===== src/rtl/atmos_light_est.sv =====
// Per-frame atmospheric light estimator: tracks the brightest dark-channel pixel of each
// frame, clamps its max(R,G,B) and blends it into post_A with a first-order IIR at frame end.
module atmos_light_est #(
  parameter logic [7:0]  A_MIN        = 8'd26,
  parameter logic [7:0]  A_MAX        = 8'd240,
  parameter int unsigned SMOOTH_SHIFT = 2,
  parameter logic [7:0]  A_INIT       = 8'd255
) (
  input  logic        clk,
  input  logic        rst_n,
  input  logic        pre_frame_vsync,
  input  logic        pre_frame_href,
  input  logic        pre_frame_clken,
  input  logic [7:0]  pre_dark,
  input  logic [23:0] pre_rgb,
  output logic [7:0]  post_A,
  output logic        post_A_valid,
  output logic        frame_done
);

  logic              r_vsync_d1;
  logic              r_started;
  logic              r_armed;
  logic              r_seen;
  logic [7:0]        r_max_dark;
  logic [7:0]        r_cand;

  logic              w_rise;
  logic              w_fall;
  logic              w_accept;
  logic              w_seen_eff;
  logic              w_take;
  logic [7:0]        w_rg_max;
  logic [7:0]        w_rgb_max;
  logic [7:0]        w_clamped;
  logic signed [8:0] w_diff;
  logic signed [8:0] w_step;
  logic [7:0]        w_smoothed;
  logic              w_unused;

  // Line valid carries no information the pixel strobe does not already give.
  assign w_unused = pre_frame_href;

  // r_started masks the first cycle after reset so a frame already in flight
  // at reset release is never mistaken for a fresh frame start.
  assign w_rise   = pre_frame_vsync & ~r_vsync_d1 & r_started;
  assign w_fall   = ~pre_frame_vsync & r_vsync_d1;
  assign w_accept = pre_frame_clken & pre_frame_vsync;

  // A rise clears the tracker, so a pixel arriving on that same cycle competes
  // against an empty tracker.
  assign w_seen_eff = r_seen & ~w_rise;
  assign w_take     = w_accept & (~w_seen_eff | (pre_dark > r_max_dark));

  assign w_rg_max  = (pre_rgb[23:16] > pre_rgb[15:8]) ? pre_rgb[23:16] : pre_rgb[15:8];
  assign w_rgb_max = (w_rg_max > pre_rgb[7:0]) ? w_rg_max : pre_rgb[7:0];

  // Clamping at capture time keeps the frame-end path to subtract/shift/add only.
  always_comb begin
    w_clamped = w_rgb_max;
    if (w_rgb_max < A_MIN) begin
      w_clamped = A_MIN;
    end else if (w_rgb_max > A_MAX) begin
      w_clamped = A_MAX;
    end
  end

  // The blended value lies between old and candidate, so 8-bit wraparound is exact.
  assign w_diff     = $signed({1'b0, r_cand}) - $signed({1'b0, post_A});
  assign w_step     = w_diff >>> SMOOTH_SHIFT;
  assign w_smoothed = post_A + w_step[7:0];

  always_ff @(posedge clk or negedge rst_n) begin
    if (!rst_n) begin
      r_vsync_d1 <= 1'b0;
      r_started  <= 1'b0;
    end else begin
      r_vsync_d1 <= pre_frame_vsync;
      r_started  <= 1'b1;
    end
  end

  always_ff @(posedge clk or negedge rst_n) begin
    if (!rst_n) begin
      r_seen     <= 1'b0;
      r_max_dark <= 8'd0;
      r_cand     <= 8'd0;
    end else if (w_take) begin
      r_seen     <= 1'b1;
      r_max_dark <= pre_dark;
      r_cand     <= w_clamped;
    end else if (w_rise) begin
      r_seen     <= 1'b0;
      r_max_dark <= 8'd0;
      r_cand     <= 8'd0;
    end
  end

  always_ff @(posedge clk or negedge rst_n) begin
    if (!rst_n) begin
      r_armed      <= 1'b0;
      post_A       <= A_INIT;
      post_A_valid <= 1'b0;
      frame_done   <= 1'b0;
    end else begin
      frame_done <= 1'b0;
      if (w_rise) begin
        r_armed <= 1'b1;
      end else if (w_fall && r_armed) begin
        r_armed    <= 1'b0;
        frame_done <= 1'b1;
        if (r_seen) begin
          post_A_valid <= 1'b1;
          post_A       <= post_A_valid ? w_smoothed : r_cand;
        end
      end
    end
  end

endmodule


===== config.mk =====
export PLATFORM = sky130hd
export DESIGN_NAME = atmos_light_est
export DESIGN_NICKNAME = d
export VERILOG_FILES = /design/src/rtl/atmos_light_est.sv
export SDC_FILE = /design/constraint.sdc
export NUM_CORES = 1
export LEC_CHECK = 0
export BUFFER_PORTS_ARGS = -buffer_cell sky130_fd_sc_hd__buf_2
export CAP_MARGIN = 20
export CORE_ASPECT_RATIO = 0.5
export CORE_UTILIZATION = 35
export CTS_BUF_LIST = sky130_fd_sc_hd__clkbuf_16
export DETAILED_ROUTE_END_ITERATION = 12
export PLACE_DENSITY = 0.57
export SYNTH_ARGS = -nofsm -noshare
export SYNTH_HDL_FRONTEND = slang
export SYNTH_SLANG_ARGS = --single-unit

===== constraint.sdc =====
create_clock -name clk -period 6.05 [get_ports clk]
set_clock_uncertainty 0.1 [all_clocks]
set_input_delay 0.3025 -clock clk [delete_from_list [all_inputs] [get_ports clk]]
set_output_delay 0.3025 -clock clk [all_outputs]
set_load 0.05 [all_outputs]

==> run metrics, run 1 <==
status completed; post-synthesis async set-or-reset flop share 1.000; final instance area 3288 µm²; actual slew at the worst max-slew pin 0.6875 ns; top-count cell post-synth inv_1; cell taking the most area after synthesis dfrtp_1; DR DRC count 0; Max-Cap Viols 0; Final min period 4.099 ns; share of cells above drive strength 1 0.1895; Area Growth Syn to Fin 17.64%; worst skew pair latency 0.27 ns; RePlAce Congestion 0.8479; hold crit path type input pin to flip-flop; Yosys reg bits 30; clock root buffer clkbuf_16; Crit Path Class input pin to flip-flop; Core Rows 22; Synth Warn # 0; post-cts sizing count 0; final hold vios 0; largest net degree at the start of global routing 33; Clock transition at path regs 0.05 ns; Cell Area, Placed 3113 µm²; syn nets 411; Post-Route WL 6.370 mm; initial antenna violation count 0; DIE WIDTH 128.4 µm; DR pass1 iterations 4; CTS Sinks 30; Worst setup EP type flip-flop; gr ovfl total 0; Crit path largest cell delay 0.47 ns; fillers 727; n_diodes 0; crit-path cells buf_2 > inv_1 > ha_1 > nand4_2 > nor2_2 > nor2_1 > a32oi_1 > nand2_1 > ha_1 > nor2b_1 > o211ai_1 > a211oi_2 > or2_1 > a31oi_1 > nor3_1 > nand2_1 > a32o_1; layout net count 455; top-area cell type share of the netlist area 0.1970; Worst path slowest cell a211oi_2; port buffer count 45; max-slew violation count 0; Lkg Pwr 1.658 nW; total power 1.661 mW; first-pass GRT wire length 10.94 mm; initial DRC count 94; top cells by count, synth 42 x inv_1, 38 x ha_1, 26 x o21ai_0; worst-path maximum fanout 9; FMAX 0.2440 GHz; Total GRT Usage 0.1639; Routed WL per cell 13.05 µm; Setup Viol. Count Final 0; ys flop type dfrtp_1; post-synthesis cell count 335; Avg Vias per Cell 5.213; number of global-route vias before repair 2398; Die Y 65.19 µm; Syn Std Cell Area 2795 µm²; Ports 47; CP Launch Type input pin; RSZ-0062 raised after global routing no; Hold Crit Depth 1; top cells by area, synth dfrtp_1 20%, ha_1 17%, dfstp_2 7.5%; register area share after synthesis 0.2722; CP arrival 4.15 ns; Clock Tree Buf Depth 2; syn_area_per_cell 8.344 µm²; Netlist cell types 45; EDFF count, synth 0; period utilization 0.6775; Core Area 7515 µm²; HPWL after detailed placement 5.087 mm; worst vdd rail ir drop 0.2062 mV; CTS buffer count 5; reg2reg path depth 15; Setup TNS Final 0 ns; Worst slew margin 0.5417; DIE AREA 8369 µm²; WP data required 6.11 ns; number of H-tree levels 2; CTS tree built; Pwr per Cell Area 505.1 nW/µm²; starting density of the core 0.3720; via count of the routed design 2544; post-route antenna net violation count 0
==> critical path, delay by kind of cell <==
family,cells,cell delay (ns)
buffers and inverters,2,0.14
AOI/OAI and AO/OA,5,1.27
adders and majority gates,2,0.62
and+or+nand+nor,8,1.82
==> layout by cell type (no fill, tap or decap), types with 2 or more instances in the layout <==
cell type   n
a211oi_2    2
a21o_1      9
a21oi_1    10
a31oi_1    13
a31oi_2     2
a32o_1      8
a32oi_1     6
and2_1      2
and3_1      4
buf_2      45
clkbuf_16   5
clkinv_2    2
dfrtp_1    22
dfstp_2     8
ha_1       38
inv_1      42
mux2i_1     7
nand2_1    23
nand2b_1    3
nand3_1    16
nand3b_1    2
nand4_1     6
nor2_1     18
nor2_2      2
nor2b_1     9
nor3_1     12
o211ai_1    5
o21ai_0    25
o21ai_1     3
o21bai_1    2
or2_1       4
xnor2_1     9
xor2_1      2
==> sequential cells by signal, indices dropped and copies added (netlist names) <==
register,count
frame_done,1
post_A,8
post_A_valid,1
r_armed,1
r_cand,8
r_max_dark,8
r_seen,1
r_started,1
r_vsync_d1,1
==> area by class of cell <==
| cell class | instances | area (µm²) | share of cell area |
|---|---|---|---|
| clock buffer | 5 | 125.1 | 0.03805 |
| clock inverter | 3 | 40.04 | 0.01218 |
| multi-input combinational | 253 | 1827 | 0.5556 |
| sequential | 30 | 760.7 | 0.2314 |
| tap | 108 | 135.1 | 0.04110 |
| timing repair buffer | 47 | 242.7 | 0.07382 |
| inverter | 42 | 157.7 | 0.04795 |
==> cells by family (layout without fill, tap and decap cells) <==
family,after synthesis,after routing,share of synthesized area
and+or+nand+nor,104,104,0.1880
AOI/OAI and AO/OA,91,91,0.2274
buffers and inverters,52,97,0.07431
adders and majority gates,39,39,0.1773
DFF,30,30,0.2722
xor gates and xnor gates,11,11,0.03447
muxes,7,7,0.02507
other,1,1,0.001342
==> through the flow <==
step                  util  cells  hold WS, ns  worst slack (ns)
CTS                 0.4376    488      0.08337             2.018
detailed placement  0.4143    479       0.2910             1.761
global placement    0.4143    479       0.2785             1.811
finish              0.4376    488      0.09119             1.951
global route        0.4376    488      0.08563             1.543
floorplan                -    335     -0.09309             2.342
==> where the power goes <==
| part | switching, mW | total, mW | internal (mW) |
|---|---|---|---|
| combinational | 0.585 | 1.06 | 0.471 |
| clock | 0.0836 | 0.276 | 0.192 |
| sequential | 0.0538 | 0.330 | 0.276 |
| total | 0.723 | 1.66 | 0.938 |
==> worst paths after layout <==
| check | start | endpoint | slack (ns) |
|---|---|---|---|
| max | pre_rgb[13] | r_cand[2] | 1.95 |
| min | pre_frame_vsync | r_vsync_d1 | 0.09 |
| max reg2reg | post_A[1] | post_A[7] | 2.52 |
| min in group asynchronous | rst_n | post_A_valid | 0.52 |
| min reg2reg | r_vsync_d1 | r_armed | 0.40 |
| max in group asynchronous | rst_n | r_cand[5] | 4.89 |
==> routing by layer <==
layer,GRT usage,wire length (µm),vias to the layer above
met5,0,0,-
met4,0.04118,49,0
met3,0.03420,254,7
met2,0.2757,2808,59
met1,0.2154,3257,1184
li1,-,-,1294
==> repair_timing <==
item	CTS	global route
buffers inserted	0	0
hold buffers	1	0
endpoints found under the hold margin	10	0
(Power assumes the default switching activity.)
==> run 2: changes to the inputs <==
Settings changed: ABC_AREA set to 1, PLACE_DENSITY 0.57 to 0.59.
Clock period 6.05 ns to 3.5 ns, I/O delays scaled along.
==> run 2 against run 1 <==
  * Critical path depth increased by 4
  * Utilization is 0.16 points higher
  * Hold slack worse by 0.066 ns
  * Synthesized area down 0.81%
  * Combinational power grew 79%
  * Die area fell by 0.79%
  * Non-clock buffer count grew 2
  * First-iteration DRC count rose by 40%
  * Final cell count up 13%
  * Total power rose by 78%
  * Sequential power rose by 69%
  * Synthesized cell count increased by 18%
  * Largest cell class unchanged
  * Largest power group unchanged
==> run metrics, run 2 <==
status completed (unchanged); Total GRT Usage 0.1543 (was 0.1639); Area Growth Syn to Fin 18.59% (was 17.64%); Setup Viol. Count Final 0 (unchanged); Comb power frac 0.645 (was 0.636); DR DRC count 0 (unchanged); initial antenna violation count 0 (unchanged); clock share of power 0.166 (about the same); Yosys reg bits 30 (unchanged); DR pass1 iterations 4 (unchanged); max-slew violation count 0 (unchanged); Crit Path Class flip-flop to flip-flop (was input pin to flip-flop); clock root buffer clkbuf_16 (unchanged); top cells by area, synth dfrtp_1 20%, ha_1 17%, nand2_1 16% (was dfrtp_1 20%, ha_1 17%, dfstp_2 7.5%); Max-Cap Viols 0 (unchanged); Pwr per Cell Area 896.7 nW/µm² (was 505.1 nW/µm²); Core Rows 22 (unchanged); Clock Tree Buf Depth 2 (unchanged); Worst setup EP type flip-flop (unchanged); post-route antenna net violation count 0 (unchanged); Setup TNS Final 0 ns (unchanged); layout net count 518 (was 455); Reg power frac 0.189 (was 0.198); Die Y 64.94 µm (was 65.19 µm); Avg Vias per Cell 4.519 (was 5.213); Synth Warn # 0 (unchanged); CP Launch Type flip-flop (was input pin); Int Power 1.582 mW (was 0.9383 mW); port buffer count 45 (unchanged); starting density of the core 0.3703 (was 0.3720); FMAX 0.3150 GHz; Core Area 7487 µm² (was 7515 µm²); period utilization 0.9072; Core Util, Final 0.4392 (was 0.4376); CTS buffer count 5 (unchanged); WP data required 3.59 ns (was 6.11 ns); top-area cell type share of the netlist area 0.1986 (was 0.1970); actual slew at the worst max-slew pin 0.6780 ns (was 0.6875 ns); switching power 1.367 mW (was 0.7227 mW); Syn Std Cell Area 2773 µm² (was 2795 µm²); largest net degree at the start of global routing 31 (was 33); most frequent cells in the layout 121 x nand2_1, 60 x inv_1, 45 x buf_2 (was 45 x buf_2, 42 x inv_1, 38 x ha_1); number of global-route vias before repair 2253 (was 2398); initial DRC count 132 (was 94); HPWL after detailed placement 4.793 mm (was 5.087 mm); Final min period 3.175 ns; ys flop type dfrtp_1 (unchanged); final hold vios 0 (unchanged); n_diodes 0 (unchanged); final instance area 3288 µm² (unchanged); Lkg Pwr 1.829 nW (was 1.658 nW); worst skew pair latency 0.28 ns (was 0.27 ns); Netlist cell types 37 (was 45); top cells by count, synth 121 x nand2_1, 60 x inv_1, 38 x ha_1 (was 42 x inv_1, 38 x ha_1, 26 x o21ai_0); Clock transition at path regs 0.06 ns (was 0.05 ns); post-synthesis async set-or-reset flop share 1.000 (unchanged); CTS Sinks 30 (unchanged); DIE AREA 8303 µm² (was 8369 µm²); cell taking the most area after synthesis dfrtp_1 (unchanged); most common cell after layout, fill and taps aside nand2_1 (was buf_2); number of H-tree levels 2 (unchanged); via count of the routed design 2490 (was 2544); Largest regs post_A (8), r_cand (8), r_max_dark (8) (unchanged); setup bufs post-CTS 0 (unchanged); Worst slew margin 0.5480 (was 0.5417); first-pass GRT wire length 10.17 mm (was 10.94 mm); Routed WL per cell 10.81 µm (was 13.05 µm); register area share after synthesis 0.2744 (was 0.2722); CTS tree built (unchanged); syn nets 470 (was 411); CP arrival 3.26 ns (was 4.15 ns); gr ovfl total 0 (unchanged); Cell Area, Placed 3083 µm² (was 3113 µm²); post-synthesis cell count 394 (was 335); worst vdd rail ir drop 0.3370 mV (was 0.2062 mV); total power 2.949 mW (was 1.661 mW); Switching Share 0.4636 (was 0.4351); Ports 47 (unchanged); top-count cell post-synth nand2_1 (was inv_1); Post-Route WL 5.955 mm (was 6.370 mm); hold crit path type input pin to flip-flop (unchanged); EDFF count, synth 0 (unchanged); DIE WIDTH 127.9 µm (was 128.4 µm); RePlAce Congestion 0.7612 (was 0.8479); worst-path maximum fanout 5 (was 9); syn_area_per_cell 7.037 µm² (was 8.344 µm²); share of cells above drive strength 1 0.1806 (was 0.1895)
-- run 2: area by class of cell --
| type | count | area [µm²] |
|---|---|---|
| Fill cell | 831 | 4199 |
| Multi-Input combinational cell | 293 | 1730 |
| Sequential cell | 30 | 760.7 |
| Timing Repair Buffer | 49 | 260.3 |
| Inverter | 63 | 236.5 |
| Tap cell | 108 | 135.1 |
| Clock buffer | 5 | 125.1 |
| Clock inverter | 3 | 40.04 |
-- run 2: stage by stage --
stage / hold slack [ns] / setup slack (ns) / std cells
after CTS: 0.02061 / 0.2356 / 551
after global routing: 0.04112 / -0.01272 / 551
after detailed placement: 0.1642 / 0.09959 / 541
after global placement: 0.1686 / 0.1319 / 541
final: 0.02559 / 0.3249 / 551
after floorplan: -0.2206 / 0.4389 / 394
-- run 2: layer usage --
layer,part of all wire,vias up,GRT usage
met5,0,-,0
met4,0.0082,0,0.04412
met3,0.031,4,0.02230
met2,0.42,45,0.2425
met1,0.54,1076,0.2196
li1,-,1365,-
-- run 2: worst max-delay path, cell delays in order (launching register included) --
cell	delay, ns
dfstp_2	0.58
inv_1	0.05
ha_1	0.28
o21ai_0	0.07
nand2_1	0.10
nand2_1	0.07
nand2_1	0.07
nand2_1	0.06
nand2_1	0.10
xnor2_1	0.15
inv_1	0.06
ha_1	0.34
nand2_1	0.09
nand2_1	0.06
a31oi_2	0.21
or2_2	0.16
nand2_1	0.05
nand2_1	0.05
nand2_1	0.06
a21oi_1	0.10
o21ai_0	0.09
a22oi_1	0.19
-- run 2: logic make-up (layout without fill, tap and decap cells) --
logic type                 count (synthesis)  in the layout  synth area share
AOI/OAI and AO/OA                         60             60            0.1223
xor gates and xnor gates                   8              8           0.02527
adders and majority gates                 39             39            0.1787
buffers and inverters                     71            120            0.1088
DFF                                       30             30            0.2744
muxes                                      2              2          0.007221
other                                      1              1          0.001352
and+or+nand+nor                          183            183            0.2820
-- run 2: path summary, 6_finish.rpt --
path / from / endpoint / slack, ns / cells after the start
worst max-delay path: post_A[1] / post_A[5] / 0.32 / 21
worst min-delay path: pre_dark[6] / r_max_dark[6] / 0.03 / 3
worst max register to register: post_A[1] / post_A[5] / 0.32 / 21
worst min register to register: r_seen / r_seen / 0.37 / 2
max in group asynchronous: rst_n / r_cand[4] / 2.47 / 2
min in group asynchronous: rst_n / r_max_dark[0] / 0.39 / 2
-- run 2: power groups by stage --
stage | combinational, mW | clock [mW] | sequential, mW
floorplan | 1.39 | 0 | 0.705
global placement | 1.86 | 0 | 0.562
detailed placement | 1.86 | 0 | 0.564
CTS | 1.89 | 0.499 | 0.559
global route | 2.19 | 0.513 | 0.574
finish | 1.90 | 0.491 | 0.557
-- run 2: timing repair --
| action | 4_1_cts | 5_1_grt |
|---|---|---|
| endpoints found under the hold margin | 23 | 0 |
| gates resized for setup | 0 | 3 |
| hold buffers | 2 | 0 |
| endpoints found under the setup margin | 0 | 4 |
